### config.mk
export PLATFORM = sky130hd
export DESIGN_NAME = rx_udp_slot_buffer
export DESIGN_NICKNAME = d
export VERILOG_FILES = /design/src/rtl/vth_rx_pkg.sv /design/src/rtl/rx_slot_ring.sv /design/src/rtl/rx_udp_slot_buffer.sv
export SDC_FILE = /design/constraint.sdc
export NUM_CORES = 1
export LEC_CHECK = 0
export ABC_CLOCK_PERIOD_IN_PS = 4100
export BUFFER_PORTS_ARGS = -buffer_cell sky130_fd_sc_hd__buf_2
export CAP_MARGIN = 20
export CELL_PAD_IN_SITES_DETAIL_PLACEMENT = 1
export CELL_PAD_IN_SITES_GLOBAL_PLACEMENT = 1
export CORE_MARGIN = 3
export CORE_UTILIZATION = 23
export CTS_CLUSTER_SIZE = 20
export DETAILED_ROUTE_END_ITERATION = 16
export PLACE_DENSITY = 0.46
export SLEW_MARGIN = 20
export SYNTH_ARGS = -nofsm -noshare
export SYNTH_HDL_FRONTEND = slang
export SYNTH_SLANG_ARGS = --single-unit
### constraint.sdc
create_clock -name RX_CLK -period 4.1 [get_ports RX_CLK]
set_input_delay 0.82 -clock RX_CLK [delete_from_list [all_inputs] [get_ports RX_CLK]]
set_output_delay 0.82 -clock RX_CLK [all_outputs]
set_load 0.01 [all_outputs]
### src/rtl/vth_rx_pkg.sv
// Shared definitions for the receive-side UDP slot buffer: byte width,
// FSM state encoding and a width helper for occupancy counters.
package vth_rx_pkg;

  localparam int OCT = 8;

  typedef enum logic [1:0] {
    IDLE    = 2'd0,
    RECV    = 2'd1,
    DISCARD = 2'd2
  } rx_state_e;

  // Width needed to hold a count from 0 to n inclusive (n a power of two).
  function automatic int cnt_w(input int n);
    return $clog2(n) + 1;
  endfunction

endpackage

### src/rtl/rx_slot_ring.sv
// Per-channel ring of frame slots: write/read pointers, occupancy count and
// the stored length/truncation flag of each slot.
module rx_slot_ring
  import vth_rx_pkg::*;
#(
  parameter  int NUM_SLOTS = 4,
  parameter  int LEN_W     = 11,
  localparam int SL_W      = $clog2(NUM_SLOTS),
  localparam int CNT_W     = cnt_w(NUM_SLOTS)
) (
  input  logic             i_clk,
  input  logic             i_rst_n,
  input  logic             i_commit,
  input  logic [LEN_W-1:0] i_len,
  input  logic             i_trunc,
  input  logic             i_pop,
  output logic [SL_W-1:0]  o_wr_ptr,
  output logic [SL_W-1:0]  o_rd_ptr,
  output logic [CNT_W-1:0] o_count,
  output logic [LEN_W-1:0] o_head_len,
  output logic             o_head_trunc
);

  logic [SL_W-1:0]      r_wr_ptr;
  logic [SL_W-1:0]      r_rd_ptr;
  logic [CNT_W-1:0]     r_count;
  logic [LEN_W-1:0]     r_len [NUM_SLOTS];
  logic [NUM_SLOTS-1:0] r_trunc;
  logic                 w_pop_ok;

  // A pop on an empty ring is silently ignored.
  assign w_pop_ok = i_pop && (r_count != '0);

  always_ff @(posedge i_clk or negedge i_rst_n) begin
    if (!i_rst_n) begin
      r_wr_ptr <= '0;
      r_rd_ptr <= '0;
      r_count  <= '0;
      r_trunc  <= '0;
      for (int i = 0; i < NUM_SLOTS; i++) r_len[i] <= '0;
    end else begin
      if (i_commit) begin
        r_wr_ptr          <= r_wr_ptr + 1'b1;
        r_len[r_wr_ptr]   <= i_len;
        r_trunc[r_wr_ptr] <= i_trunc;
      end
      if (w_pop_ok) r_rd_ptr <= r_rd_ptr + 1'b1;
      // Simultaneous commit and pop leave the occupancy unchanged.
      if (i_commit && !w_pop_ok)      r_count <= r_count + 1'b1;
      else if (!i_commit && w_pop_ok) r_count <= r_count - 1'b1;
    end
  end

  assign o_wr_ptr     = r_wr_ptr;
  assign o_rd_ptr     = r_rd_ptr;
  assign o_count      = r_count;
  assign o_head_len   = r_len[r_rd_ptr];
  assign o_head_trunc = r_trunc[r_rd_ptr];

endmodule

### src/rtl/rx_udp_slot_buffer.sv
// Demultiplexes the UDP payload stream by destination port into per-channel
// rings of fixed-size slots in byte-wide RX memory.
module rx_udp_slot_buffer
  import vth_rx_pkg::*;
#(
  parameter  int NUM_CH     = 4,
  parameter  int NUM_SLOTS  = 4,
  parameter  int SLOT_BYTES = 256,
  parameter  int LEN_W      = 11,
  localparam int CH_W       = $clog2(NUM_CH),
  localparam int SL_W       = $clog2(NUM_SLOTS),
  localparam int OFF_W      = $clog2(SLOT_BYTES),
  localparam int ADDR_W     = CH_W + SL_W + OFF_W,
  localparam int CNT_W      = cnt_w(NUM_SLOTS),
  localparam int BC_W       = OFF_W + 1
) (
  input  logic                 RX_CLK,
  input  logic                 rst_n,
  input  logic [NUM_CH*16-1:0] port_table,
  input  logic [NUM_CH-1:0]    chan_en,
  input  logic [15:0]          rx_dst_port,
  input  logic                 rx_udp_data_v,
  input  logic [OCT-1:0]       rx_udp_data,
  input  logic                 rx_err,
  output logic                 mem_we,
  output logic [ADDR_W-1:0]    mem_addr,
  output logic [OCT-1:0]       mem_wdata,
  output logic [NUM_CH-1:0]    rx_irq,
  input  logic [CH_W-1:0]      rd_chan,
  output logic [SL_W-1:0]      rd_slot,
  output logic [LEN_W-1:0]     rd_len,
  output logic                 rd_trunc,
  output logic [CNT_W-1:0]     rd_count,
  input  logic                 pop,
  output logic [15:0]          drop_cnt,
  output rx_state_e            dbg_state
);

  rx_state_e          r_state;
  rx_state_e          w_next;
  logic [CH_W-1:0]    r_ch;
  logic [SL_W-1:0]    r_slot;
  logic [BC_W-1:0]    r_bcnt;
  logic               r_trunc;
  logic               r_mem_we;
  logic [ADDR_W-1:0]  r_mem_addr;
  logic [OCT-1:0]     r_mem_wdata;
  logic [NUM_CH-1:0]  r_irq;
  logic [15:0]        r_drop;

  logic               w_hit;
  logic [CH_W-1:0]    w_hit_ch;
  logic               w_full;
  logic               w_start;
  logic               w_drop;
  logic               w_commit;
  logic               w_byte;
  logic               w_in_slot;
  logic [NUM_CH-1:0]  w_commit_vec;
  logic [NUM_CH-1:0]  w_pop_vec;
  logic [SL_W-1:0]    w_wr_ptr   [NUM_CH];
  logic [SL_W-1:0]    w_rd_ptr   [NUM_CH];
  logic [CNT_W-1:0]   w_count    [NUM_CH];
  logic [LEN_W-1:0]   w_head_len [NUM_CH];
  logic [NUM_CH-1:0]  w_head_trunc;

  // Descending scan so the lowest matching enabled channel wins.
  always_comb begin
    w_hit    = 1'b0;
    w_hit_ch = '0;
    for (int i = NUM_CH - 1; i >= 0; i--) begin
      if (chan_en[i] && (port_table[16*i +: 16] == rx_dst_port)) begin
        w_hit    = 1'b1;
        w_hit_ch = CH_W'(i);
      end
    end
  end

  assign w_full    = (w_count[w_hit_ch] == CNT_W'(NUM_SLOTS));
  assign w_in_slot = (r_bcnt < BC_W'(SLOT_BYTES));

  always_ff @(posedge RX_CLK or negedge rst_n) begin
    if (!rst_n) r_state <= IDLE;
    else        r_state <= w_next;
  end

  always_comb begin
    w_next = r_state;
    case (r_state)
      IDLE:    if (rx_udp_data_v) w_next = (!rx_err && w_hit && !w_full) ? RECV : DISCARD;
      RECV:    if (!rx_udp_data_v) w_next = IDLE;
               else if (rx_err)    w_next = DISCARD;
      DISCARD: if (!rx_udp_data_v) w_next = IDLE;
      default: w_next = IDLE;
    endcase
  end

  always_comb begin
    w_start  = 1'b0;
    w_drop   = 1'b0;
    w_commit = 1'b0;
    w_byte   = 1'b0;
    case (r_state)
      IDLE: begin
        w_start = rx_udp_data_v && !rx_err && w_hit && !w_full;
        w_drop  = rx_udp_data_v && (rx_err || (w_hit && w_full));
      end
      RECV: begin
        w_commit = !rx_udp_data_v;
        w_byte   = rx_udp_data_v && !rx_err;
        w_drop   = rx_udp_data_v && rx_err;
      end
      default: ;
    endcase
  end

  // The byte counter saturates at SLOT_BYTES, which is also the committed length.
  always_ff @(posedge RX_CLK or negedge rst_n) begin
    if (!rst_n) begin
      r_ch        <= '0;
      r_slot      <= '0;
      r_bcnt      <= '0;
      r_trunc     <= 1'b0;
      r_mem_we    <= 1'b0;
      r_mem_addr  <= '0;
      r_mem_wdata <= '0;
      r_irq       <= '0;
      r_drop      <= '0;
    end else begin
      r_mem_we <= 1'b0;
      if (w_start) begin
        r_ch        <= w_hit_ch;
        r_slot      <= w_wr_ptr[w_hit_ch];
        r_bcnt      <= BC_W'(1);
        r_trunc     <= 1'b0;
        r_mem_we    <= 1'b1;
        r_mem_addr  <= {w_hit_ch, w_wr_ptr[w_hit_ch], {OFF_W{1'b0}}};
        r_mem_wdata <= rx_udp_data;
      end else if (w_byte) begin
        if (w_in_slot) begin
          r_bcnt      <= r_bcnt + 1'b1;
          r_mem_we    <= 1'b1;
          r_mem_addr  <= {r_ch, r_slot, r_bcnt[OFF_W-1:0]};
          r_mem_wdata <= rx_udp_data;
        end else begin
          r_trunc <= 1'b1;
        end
      end
      if (w_drop && (r_drop != 16'hFFFF)) r_drop <= r_drop + 16'd1;
      for (int i = 0; i < NUM_CH; i++) r_irq[i] <= (w_count[i] != '0) && chan_en[i];
    end
  end

  for (genvar g = 0; g < NUM_CH; g++) begin : g_ring
    assign w_commit_vec[g] = w_commit && (r_ch == CH_W'(g));
    assign w_pop_vec[g]    = pop && (rd_chan == CH_W'(g));

    rx_slot_ring #(
      .NUM_SLOTS (NUM_SLOTS),
      .LEN_W     (LEN_W)
    ) u_ring (
      .i_clk        (RX_CLK),
      .i_rst_n      (rst_n),
      .i_commit     (w_commit_vec[g]),
      .i_len        (LEN_W'(r_bcnt)),
      .i_trunc      (r_trunc),
      .i_pop        (w_pop_vec[g]),
      .o_wr_ptr     (w_wr_ptr[g]),
      .o_rd_ptr     (w_rd_ptr[g]),
      .o_count      (w_count[g]),
      .o_head_len   (w_head_len[g]),
      .o_head_trunc (w_head_trunc[g])
    );
  end

  assign mem_we    = r_mem_we;
  assign mem_addr  = r_mem_addr;
  assign mem_wdata = r_mem_wdata;
  assign rx_irq    = r_irq;
  assign drop_cnt  = r_drop;
  assign dbg_state = r_state;
  assign rd_slot   = w_rd_ptr[rd_chan];
  assign rd_len    = w_head_len[rd_chan];
  assign rd_trunc  = w_head_trunc[rd_chan];
  assign rd_count  = w_count[rd_chan];

endmodule

Word-level counts from Yosys, hierarchy flattened
Cells that the tools add are included. Widths: inputs -> output; s select.

Output and inout bits: 60. Logic and storage cells: 291. Input port bits: 99. Bits in registers: 277.

Equal/unequal tests: 18. Order comparisons: 28. Multiplexer cells: 102. Add/subtract/negate cells: 18. Reduce and logical (&&, ||, !) cells: 73. Bitwise logic cells: 10.

Operators with widths (count): $bwmux 44 (4); $mux 11 (14); $bmux 11 s2 (5); $demux 11 s2 (4); $eq 16x16->1 (4); $logic_and 1x1->1 (45); $mux 12 (3); $mux 3 (12); $ge 3x3->1 const B (10); $not 2->3 (10); $lt 2x3->1 const B (9); $mux 9 (3); $mux 2 (13); $mux 8 (3); $mux 1 (22); $add 16x1->16 const B (1); $add 2x1->2 const B (8); $bwmux 4 (4); $ne 16x16->1 const B (1); $add 3x1->3 const B (4); $bmux 3 s2 (2); $lt 3x1->1 const B (4); $reduce_bool 2->1 (6); $reduce_bool 3->1 (4); other kinds (19) (54).

Longest topological paths before layout
Gate-level depths: netlist of the first run.

Depth after elaboration: 16. Depth in mapped cells: 11. Mapped depth without buffers: 10.

Hierarchy
From an unflattened synthesis of the first run, not the netlist that was laid out.

Cell total of the unflattened synthesis: 1001. Area, all modules: 13979.7 um2.

Modules (own cells, without submodules): rx_slot_ring (cells an instance 149, times used 4, area an instance 2476.1 um2, sequential area each 1376.3 um2); rx_udp_slot_buffer (cells an instance 405, times used 1, area an instance 4075.2 um2, sequential area each 1426.4 um2).

Worst setup path after synthesis of the first run
Ideal clock, no wire load.

Kind: input port to flip-flop. From: input port rx_dst_port[4]. To: register r_mem_wdata[1] (netlist: mem_wdata[1]). Stages: 11. Buffers on the path: 2. Data required time: 3.975 ns. Library setup time: 0.125 ns. Slack: 0.619 ns. Data arrival time: 3.356 ns. Cells stage by stage: buf_6 xnor2_1 nand2_1 or4b_4 nor4_4 a21boi_1 o21bai_2 a2111oi_4 or2_4 buf_12 mux2_4.

Word-level cells in the longest chain between the ends: 16. Elaborated cells between the ends (all ways): 29. Classes of those cells: eq/ne: 5; mux: 13; bitwise: 1; reduce/logical: 10.

RTL lines: start: declaration (line rx_udp_slot_buffer.sv:21) `input logic [15:0] rx_dst_port,`; $eq 16x16->1 (line rx_udp_slot_buffer.sv:72) `if (chan_en[i] && (port_table[16*i +: 16] == rx_dst_port)) begin`; $logic_and 1x1->1 (line rx_udp_slot_buffer.sv:72); $mux 2 (4 in a row) (line rx_udp_slot_buffer.sv:72); $not 2->3 (implied by the code) (line rx_udp_slot_buffer.sv:79) `assign w_full = (w_count[w_hit_ch] == CNT_W'(NUM_SLOTS));`; $bmux 3 s2 (line rx_udp_slot_buffer.sv:79); $mux 3 (implied by the code) (2 in a row) (line rx_udp_slot_buffer.sv:79); $eq 3x3->1 (line rx_udp_slot_buffer.sv:79); $logic_not 1->1 (line rx_udp_slot_buffer.sv:105) `w_start = rx_udp_data_v && !rx_err && w_hit && !w_full;`; $logic_and 1x1->1 * (line rx_udp_slot_buffer.sv:105); $mux 1 * (line rx_udp_slot_buffer.sv:103) `case (r_state)`; $reduce_bool 2->1 (no source line); $reduce_and 2->1 (no source line); end signal: assignment (line rx_udp_slot_buffer.sv:138) `r_mem_wdata <= rx_udp_data;`; end signal: assignment (line rx_udp_slot_buffer.sv:144) `r_mem_wdata <= rx_udp_data;`; end: declaration (line rx_udp_slot_buffer.sv:47) `logic [OCT-1:0] r_mem_wdata;`.

Mark *: on every way between the ends. The rest lies on a longest branch, timed or not. The select of a mux whose other input is x is not followed. A chain may end at the register's enable or synchronous reset.

Final worst setup path of the first run
From: input port rd_chan[1]. To: output port rd_len[5].

Word-level cells in the longest chain between the ends: 4.

RTL lines: start: declaration (line rx_udp_slot_buffer.sv:29) `input logic [CH_W-1:0] rd_chan,`; $not 2->3 (implied by the code) (line rx_udp_slot_buffer.sv:183) `assign rd_len = w_head_len[rd_chan];`; $bmux 11 s2 (line rx_udp_slot_buffer.sv:183); $mux 11 (implied by the code) (2 in a row) (line rx_udp_slot_buffer.sv:183); end: declaration (line rx_udp_slot_buffer.sv:31) `output logic [LEN_W-1:0] rd_len,`.

No other way between the ends. The select of a mux whose other input is x is not followed.

==> flow_summary.yaml, run 1 <==
outcome:
  outcome: "finished clean"
critical_path:
  critPathKind: "input port to primary output"
  startpoint: "rd_chan[1]"
  rrSetupSlack_ns: 1.50
  worstPathMaxFanout: 13
  end_kind: "primary output"
  reg2reg_from: "g_ring[0].u_ring.o_count[0]"
  crit_required_ns: 3.28
  r2r_end: "r_slot[1]"
  crit_arrival_ns: 2.81
  ff2ff_path_depth: 6
  start_kind: "input port"
cts:
  cts_sinks: 245
  clock_latency_ns: 0.57
  clock_path_buffers: 3
  cts-resized-gates: 0
  h-tree-depth: 1
  clock-root-buffer: "clkbuf_16"
  clk_pin_slew_worst_paths_ns: 0.06
  cts_hold_buffers: 0
  cts_setup_buffers: 0
  numCtsBuffers: 30
  cts_tree: "done"
detailed_routing:
  routed_wl_mm: 37.49
  via_per_inst: 4.476
  route.detailed.drc: 0
  wl_per_cell_um: 20.03
  drt-initial-drc-count: 273
  ant_nets: 0
  drtPass1Iterations: 4
  num_vias: 8380
floorplanning:
  io_pins: 159
  rows: 84
  fp.coreArea_um2: 53080
  die_y_um: 238.7
  design.die.area_um2: 56990
  initial_core_util_pct: 23.47
  die_x_um: 238.7
power_and_ir_drop:
  leakagePower_nw: 7.233
  power_density_nw_per_um2: 420.6
  vdd_drop_max_v: 0.0002892
timing:
  skew_ns: 0.01715
  setup_tns_ns: 0
  fin_crit_ns: 3.632
  finalWorstSetupSlack_ns: 0.4683
  period_share_pct: 88.58
  hold_viol_final: 0
  finalSetupViolations: 0
  grt_setup_unrepaired: "false"
  maxSlewViolCount: 0
  maxSlewHeadroom_pct: 43.70
  max_freq_mhz: 275.4
  max_slew.worst_pin.slew_ns: 0.8232
placement:
  gp_congestion: 0.8239
  hpwl_mm: 27.82
  dp.cells: 1816
  numPortBuffers: 156
  pre_cts_ws_ns: 0.1196
final_layout:
  instances_no_fill: 1872
  fillers: 5810
  multi_input_area_um2: 6053
  seq_area_um2: 6131
  syn2layout_area_growth_pct: 21.15
  fin_nets: 1285
  utilization_pct: 28.43
  drive_above_1_share_pct: 36.77
global_route:
  antenna_found_initial: 1
  overflow: 0
  grt_pass1_wl_mm: 58.37
  grt_pass1_vias: 9071
  grt_max_degree: 85
  grt_use_total_pct: 13.26
hold_path:
  min_path_type: "input port to asynchronous set/reset pin"
synth:
  synth-main-ff-cell: "dfrtp_1"
  yosys-top-cells-area: "dfrtp_1 49%, mux2_2 16%, mux2i_1 6.7%, xnor2_1 4.6%, xor2_1 3.0%"
  ys_ff_latch: 245
  synth_common_cells: "245 x dfrtp_1, 176 x mux2_2, 84 x mux2i_1, 66 x xnor2_1, 47 x nand2_1"
  synth_area_um2: 12460
  yosysMostFrequentCell: "dfrtp_1"
  synth_cell_types: 55
  synth-edff-count: 0
  synth_top_cell_by_area: "dfrtp_1"
  yosysWarnings: 0
  synth_top_area_share_pct: 49.22
  syn_inst: 994
  syn_avg_cell_area_um2: 12.53
  synth-seq-area-share_pct: 49.22
  ys_async_sr_fraction_pct: 100.0
job:
  drv_cap: 0
-- stage by stage --
step                      hold slack, ns  cell area, um2  total power [mW]
after floorplan                   0.4646           12460             3.304
after global placement            0.4781           14100             3.745
after detailed placement          0.4793           14100             3.760
after CTS                         0.2127           15090             6.492
after global routing              0.2304           15090             6.692
final                             0.2106           15090             6.348
-- logic make-up (layout without fill, tap and decap cells) --
group | after synthesis | count (layout) | synth area share (%)
buffers and inverters | 66 | 254 | 2.290
adder cells (fa/ha/maj) | 26 | 26 | 2.853
XOR/XNOR | 109 | 109 | 7.664
AND/OR/NAND/NOR | 210 | 210 | 9.341
other | 1 | 3 | 0.03010
AO/OA/AOI/OAI | 61 | 61 | 3.475
multiplexers | 276 | 276 | 25.13
flip-flops | 245 | 245 | 49.22
-- sequential cells by signal, indices dropped and copies added, names as in the netlist --
register and flops:
mem_wdata 8, g_ring.u_ring.o_count 12, drop_cnt 16, r_ch 2, r_slot 2, g_ring.u_ring.r_len 144, r_trunc 1, g_ring.u_ring.r_trunc 16
mem_addr 12, g_ring.u_ring.o_rd_ptr 8, g_ring.u_ring.o_wr_ptr 8, r_bcnt 9, dbg_state 2, rx_irq 4, mem_we 1
-- routing by layer --
metal  track usage, %  routed length [um]  vias to the layer above
met3            1.904                1061                       38
met4            2.474                 524                        0
met1            18.65               18100                     4338
met2            21.91               17810                      105
met5                0                   0                        -
li1                 -                   -                     3899
-- area by class of cell --
type / count / area share, %
clock buffer: 47 / 5.861
antenna: 1 / 0.01658
timing repair buffer: 180 / 6.516
clock inverter: 8 / 0.6964
inverter: 19 / 0.4726
sequential: 245 / 40.62
multi-input combinational: 684 / 40.11
tap: 688 / 5.704
-- layout by cell type, fill, tap and decap left out, types with 6 or more instances in the layout --
cell type  Yosys  layout
mux2_2       176     176
nand4_1       24      24
ha_1          22      22
and3_1        17      17
buf_2          2     155
xor2_1        43      43
nand3_1       17      17
clkbuf_1      29      10
o21ai_0        6       6
clkbuf_16      0      30
xnor2_1       66      66
dfrtp_1      245     245
clkbuf_8       0       7
a21oi_1        7       7
o22ai_1       35      35
mux2_4         7       7
nor2_1        39      38
inv_1         19      19
nand2_1       47      47
mux2i_1       84      84
buf_4          3      23
mux4_2         9       9
or4_1         13      13
nor4_1         9       8
-- report_power, final --
group | internal [mW] | leakage, nW | total (mW) | switching (mW)
sequential | 2.53 | 3.33 | 2.72 | 0.184
clock | 1.60 | 0.487 | 2.66 | 1.06
combinational | 0.438 | 3.41 | 0.969 | 0.531
total | 4.57 | 7.23 | 6.35 | 1.78
-- worst max-delay path by stage --
stage | endpoint | slack, ns | depth (start not counted)
final | rd_len[5] | 0.47 | 6
after global routing | rd_len[5] | 0.35 | 6
after CTS | rd_len[8] | 0.47 | 6
after detailed placement | r_slot[1] | 0.12 | 10
after global placement | drop_cnt[8] | 0.20 | 13
after floorplan | mem_wdata[1] | 0.62 | 11
-- worst max-delay path, stage by stage --
cell and delay, ns:
buf_2 0.29, nor2b_1 0.18, nand2_1 0.46, o22ai_1 0.26
or4_1 0.63, buf_2 0.17
No activity file was read; power rests on OpenSTA's default activity.
==> inputs of run 2 (changes only) <==
--- a/config.mk
+++ b/config.mk
@@ -11,10 +11,11 @@
 export CELL_PAD_IN_SITES_DETAIL_PLACEMENT = 1
 export CELL_PAD_IN_SITES_GLOBAL_PLACEMENT = 1
 export CORE_MARGIN = 3
-export CORE_UTILIZATION = 23
+export CORE_UTILIZATION = 50
+export CTS_BUF_LIST = sky130_fd_sc_hd__clkbuf_16
 export CTS_CLUSTER_SIZE = 20
 export DETAILED_ROUTE_END_ITERATION = 16
-export PLACE_DENSITY = 0.46
+export PLACE_DENSITY = 0.85
 export SLEW_MARGIN = 20
 export SYNTH_ARGS = -nofsm -noshare
 export SYNTH_HDL_FRONTEND = slang
==> flow_summary.yaml, run 2 (synthesized netlist as in run 1, its figures left out) <==
timing:
  maxSlewViolCount: 0
  hold_viol_final: 0
  fin_crit_ns: 3.765
  skew_ns: 0.01141
  period_share_pct: 91.82
  fin_hold_ws_ns: 0.3250
  finalWorstSetupSlack_ns: 0.3353
  grt_setup_unrepaired: "false"
  maxSlewHeadroom_pct: 38.35
  max_freq_mhz: 265.6
  max_slew.worst_pin.slew_ns: 0.9247
  setup_tns_ns: 0
  finalSetupViolations: 0
cts:
  clock_path_buffers: 3
  cts_hold_buffers: 0
  cts_tree: "done"
  clk_pin_slew_worst_paths_ns: 0.06
  h-tree-depth: 1
  cts-resized-gates: 0
  clock-root-buffer: "clkbuf_16"
  numCtsBuffers: 27
  cts_setup_buffers: 0
  cts_sinks: 245
  clock_latency_ns: 0.55
global_route:
  grt_pass1_wl_mm: 57.50
  antenna_found_initial: 3
  grt_use_total_pct: 27.80
  overflow: 0
  grt_max_degree: 119
  grt_pass1_vias: 9846
final_layout:
  final_cell_mix: "245 x dfrtp_1, 176 x mux2_2, 155 x buf_2"
  final_area_um2: 14500
  syn2layout_area_growth_pct: 16.42
  utilization_pct: 59.46
  instances_no_fill: 1495
  largest_reg_flops: 144
  drive_above_1_share_pct: 36.27
  fin_nets: 1273
  layout_commonest_cell: "dfrtp_1"
  top_register: "g_ring.u_ring.r_len"
detailed_routing:
  route.detailed.drc: 0
  routed_wl_mm: 36.90
  drtPass1Iterations: 7
  via_per_inst: 5.883
  ant_nets: 0
  drt-initial-drc-count: 634
  num_vias: 8795
  wl_per_cell_um: 24.68
critical_path:
  r2r_end: "mem_addr[9]"
  critPathKind: "flip-flop to primary output"
  startpoint: "g_ring[3].u_ring.o_rd_ptr[0]"
  reg2reg_from: "g_ring[0].u_ring.o_count[0]"
  end_kind: "primary output"
  start_kind: "flip-flop"
  crit_arrival_ns: 2.94
  rrSetupSlack_ns: 1.49
  critPathSlowestCell: "dfrtp_1"
  worstPathMaxFanout: 12
  crit_required_ns: 3.28
  ff2ff_path_depth: 6
  cp_cell_sequence: "buf_4 > mux2i_1 > o22ai_1 > or4_1 > buf_2"
  critPathCapture: "rd_len[2]"
  slowest_delay_ns: 0.80
floorplanning:
  die_y_um: 163.8
  io_pins: 159
  fp.coreArea_um2: 24390
  design.die.area_um2: 26840
  initial_core_util_pct: 51.07
  rows: 57
  die_x_um: 163.8
hold_path:
  min_path_type: "input port to asynchronous set/reset pin"
placement:
  dp.cells: 1443
  numPortBuffers: 156
  placed_cell_area_um2: 13570
  hpwl_mm: 25.29
  gp_congestion: 0.8686
  pre_cts_ws_ns: 0.1392
outcome:
  outcome: "finished clean"
power_and_ir_drop:
  power_density_nw_per_um2: 428.3
  leakagePower_nw: 7.154
  fin_total_pwr_mw: 6.212
  vdd_drop_max_v: 0.0002763
job:
  drv_cap: 0
[run 2: changes by cell type in the layout (fill, tap and decap cells not counted), sizes merged]
cell,delta
clkbuf,-20
buf,-9
clkinv,+7
bufinv,+3
clkinvlp,+3
inv,+2
diode,+1
[run 2: power breakdown]
group          switching, mW  internal, mW  total (mW)
combinational          0.493         0.416       0.909
clock                   1.04          1.52        2.56
sequential             0.213          2.53        2.74
total                   1.74          4.47        6.21
[run 2: layout make-up]
cell class,count,area (um2)
clock buffers,27,675.6
inverters,19,71.32
clock inverters,23,251.5
flip-flops and latches,245,6131
multi-input cells,684,6047
well taps,324,405.4
fillers,2540,9888
diodes,2,5.005
repair buffers,171,915.9
[run 2: worst min path at each step]
stage | slack [ns] | end | depth (start not counted)
final | 0.32 | g_ring[0].u_ring.o_rd_ptr[0] | 1
after global routing | 0.41 | g_ring[0].u_ring.o_rd_ptr[0] | 1
after CTS | 0.40 | g_ring[0].u_ring.o_rd_ptr[0] | 1
after detailed placement | 0.49 | mem_wdata[5] | 1
after global placement | 0.47 | drop_cnt[10] | 1
after floorplan | 0.46 | g_ring[2].u_ring.o_count[2] | 1
[run 2: routing by layer]
metal,share of wire (%),global-route usage [%],vias to the layer above
met1,42,35.88,4619
met3,5.1,5.044,74
li1,-,-,3875
met4,2.8,8.189,2
met2,50,48.00,225
met5,0.019,0,-
[run 2: critical path: cells and delay by family (launching register included)]
kind	cells	cell delay, ns
AND/OR/NAND/NOR	1	0.61
multiplexers	1	0.29
AO/OA/AOI/OAI	1	0.15
buffers and inverters	2	0.54
flip-flops	1	0.80
==> inputs of run 3 (changes only) <==
--- a/config.mk
+++ b/config.mk
@@ -15,8 +15,9 @@
 export CTS_BUF_LIST = sky130_fd_sc_hd__clkbuf_16
 export CTS_CLUSTER_SIZE = 20
 export DETAILED_ROUTE_END_ITERATION = 16
-export PLACE_DENSITY = 0.85
+export PLACE_DENSITY = 0.83
 export SLEW_MARGIN = 20
 export SYNTH_ARGS = -nofsm -noshare
 export SYNTH_HDL_FRONTEND = slang
+export SYNTH_HIERARCHICAL = 1
 export SYNTH_SLANG_ARGS = --single-unit
==> flow_summary.yaml, run 3 <==
power_and_ir_drop:
  fin_total_pwr_mw: 6.758
  vdd_drop_max_v: 0.0003288
  leakagePower_nw: 7.975
  power_density_nw_per_um2: 422.0
detailed_routing:
  routed_wl_mm: 38.48
  route.detailed.drc: 0
  drtPass1Iterations: 5
  via_per_inst: 5.821
  num_vias: 9191
  drt-initial-drc-count: 616
  wl_per_cell_um: 24.37
  ant_nets: 0
synth:
  ys_async_sr_fraction_pct: 100.0
  synth-edff-count: 0
  ys_ff_latch: 277
  syn_inst: 1001
  synth_area_um2: 13980
  yosysWarnings: 6
  synth-seq-area-share_pct: 49.58
  synth-main-ff-cell: "dfrtp_1"
  synth_top_area_share_pct: 49.58
  synth_common_cells: "277 x dfrtp_1, 190 x mux2_2, 67 x xnor2_1, 59 x nand2_1, 49 x mux4_2"
  yosysMostFrequentCell: "dfrtp_1"
  synth_top_family_by_area: "multiplexers"
  synth_compound_area_share_pct: 2.309
  synthAdderAreaFrac_pct: 2.542
  synthXorXnorAreaFrac_pct: 6.829
  yosys-top-cells-area: "dfrtp_1 50%, mux2_2 15%, mux4_2 7.9%, xnor2_1 4.2%, mux4_1 3.0%"
  yosys-mux-area-fraction_pct: 28.59
  synth_top_cell_by_area: "dfrtp_1"
  syn_avg_cell_area_um2: 13.97
  synth-simple-area-share_pct: 6.811
  synth_cell_types: 59
timing:
  period_share_pct: 87.99
  maxSlewViolCount: 0
  grt_setup_unrepaired: "false"
  fin_crit_ns: 3.608
  fin_hold_ws_ns: 0.3133
  finalSetupViolations: 0
  maxSlewHeadroom_pct: 40.77
  hold_viol_final: 0
  max_freq_mhz: 277.2
  setup_tns_ns: 0
  skew_ns: 0.01189
  max_slew.worst_pin.slew_ns: 0.8885
cts:
  cts_hold_buffers: 0
  clk_pin_slew_worst_paths_ns: 0.06
  clock-root-buffer: "clkbuf_16"
  cts-resized-gates: 0
  numCtsBuffers: 30
  clock_latency_ns: 0.56
  cts_setup_buffers: 0
  cts_tree: "done"
  cts_sinks: 277
  h-tree-depth: 1
  clock_path_buffers: 3
global_route:
  grt_pass1_wl_mm: 60.69
  overflow: 0
  grt_max_degree: 111
  antenna_found_initial: 2
  grt_pass1_vias: 10287
  grt_use_total_pct: 25.76
final_layout:
  syn2layout_area_growth_pct: 14.55
  top_register: "g_ring.u_ring/r_len"
  largest_reg_flops: 176
  layout_commonest_cell: "dfrtp_1"
  diodes: 0
  instances_no_fill: 1579
  final_cell_mix: "277 x dfrtp_1, 190 x mux2_2, 157 x buf_2"
  drive_above_1_share_pct: 38.53
  fin_nets: 1311
critical_path:
  crit_arrival_ns: 2.79
  critPathKind: "flip-flop to primary output"
  worstPathMaxFanout: 9
  ff2ff_path_depth: 7
  crit_required_ns: 3.28
  end_kind: "primary output"
  start_kind: "flip-flop"
floorplanning:
  io_pins: 159
  initial_core_util_pct: 51.30
  die_x_um: 173.2
  fp.coreArea_um2: 27250
  design.die.area_um2: 30000
  die_y_um: 173.2
  rows: 60
placement:
  dp.cells: 1526
  hpwl_mm: 25.68
  numPortBuffers: 158
  gp_congestion: 0.8182
job:
  drv_cap: 0
hold_path:
  min_path_type: "input port to asynchronous set/reset pin"
outcome:
  outcome: "finished clean"
## run 3: final timing paths
check / from / to / slack [ns]
min in group RX_CLK: rx_udp_data[2] / mem_wdata[2] / 0.49
setup reg to reg: g_ring[0].u_ring/o_count[0] / mem_wdata[4] / 1.41
hold / removal: rst_n / g_ring[0].u_ring/r_len[10] / 0.31
hold reg to reg: g_ring[0].u_ring/r_len[3] / g_ring[0].u_ring/r_len[3] / 0.49
max in group asynchronous: rst_n / g_ring[1].u_ring/r_len[25] / 2.66
setup / recovery: g_ring[2].u_ring/o_rd_ptr[0] / rd_len[2] / 0.49
## run 3: worst max-delay path, stage by stage, from the launching register on
cell and delay, ns:
dfrtp_1 0.67, buf_4 0.30, mux4_2 0.58, mux4_2 0.50, buf_2 0.17
## run 3: report_power, final
part           switching (mW)  internal, mW  leakage (nW)
clock network            1.10          1.41         0.467
logic                   0.487         0.524          3.74
registers               0.373          2.86          3.76
total                    1.96          4.80          7.97
## run 3: metrics by stage
step	util (%)	instance area, um2	setup WS (ns)
floorplan	-	14100	0.7488
global placement	55.48	15120	0.3900
detailed placement	55.48	15120	0.3396
CTS	58.76	16010	0.4735
global route	58.76	16010	0.3980
finish	58.76	16010	0.4925
## run 3: metal layers
layer	GRT usage (%)	part of all wire (%)
met2	44.19	50
met1	33.42	41
met5	0	0.070
met4	7.162	2.7
met3	5.431	6.2
## run 3: layout make-up
type | count | area, um2
fill | 2694 | 11240
clock buffer | 31 | 775.7
timing repair buffer | 173 | 938.4
tap | 372 | 465.4
inverter | 22 | 82.58
multi-input combinational | 682 | 6701
sequential | 277 | 6932
clock inverter | 22 | 118.9
## run 3: logic make-up (layout without fill, tap and decap cells)
kind of cell	Yosys count	count (layout)
AOI/OAI and AO/OA	47	47
DFF	277	277
buffers and inverters	73	248
other	1	32
and+or+nand+nor	185	185
xor gates and xnor gates	109	109
adders and majority gates	26	26
muxes	283	283
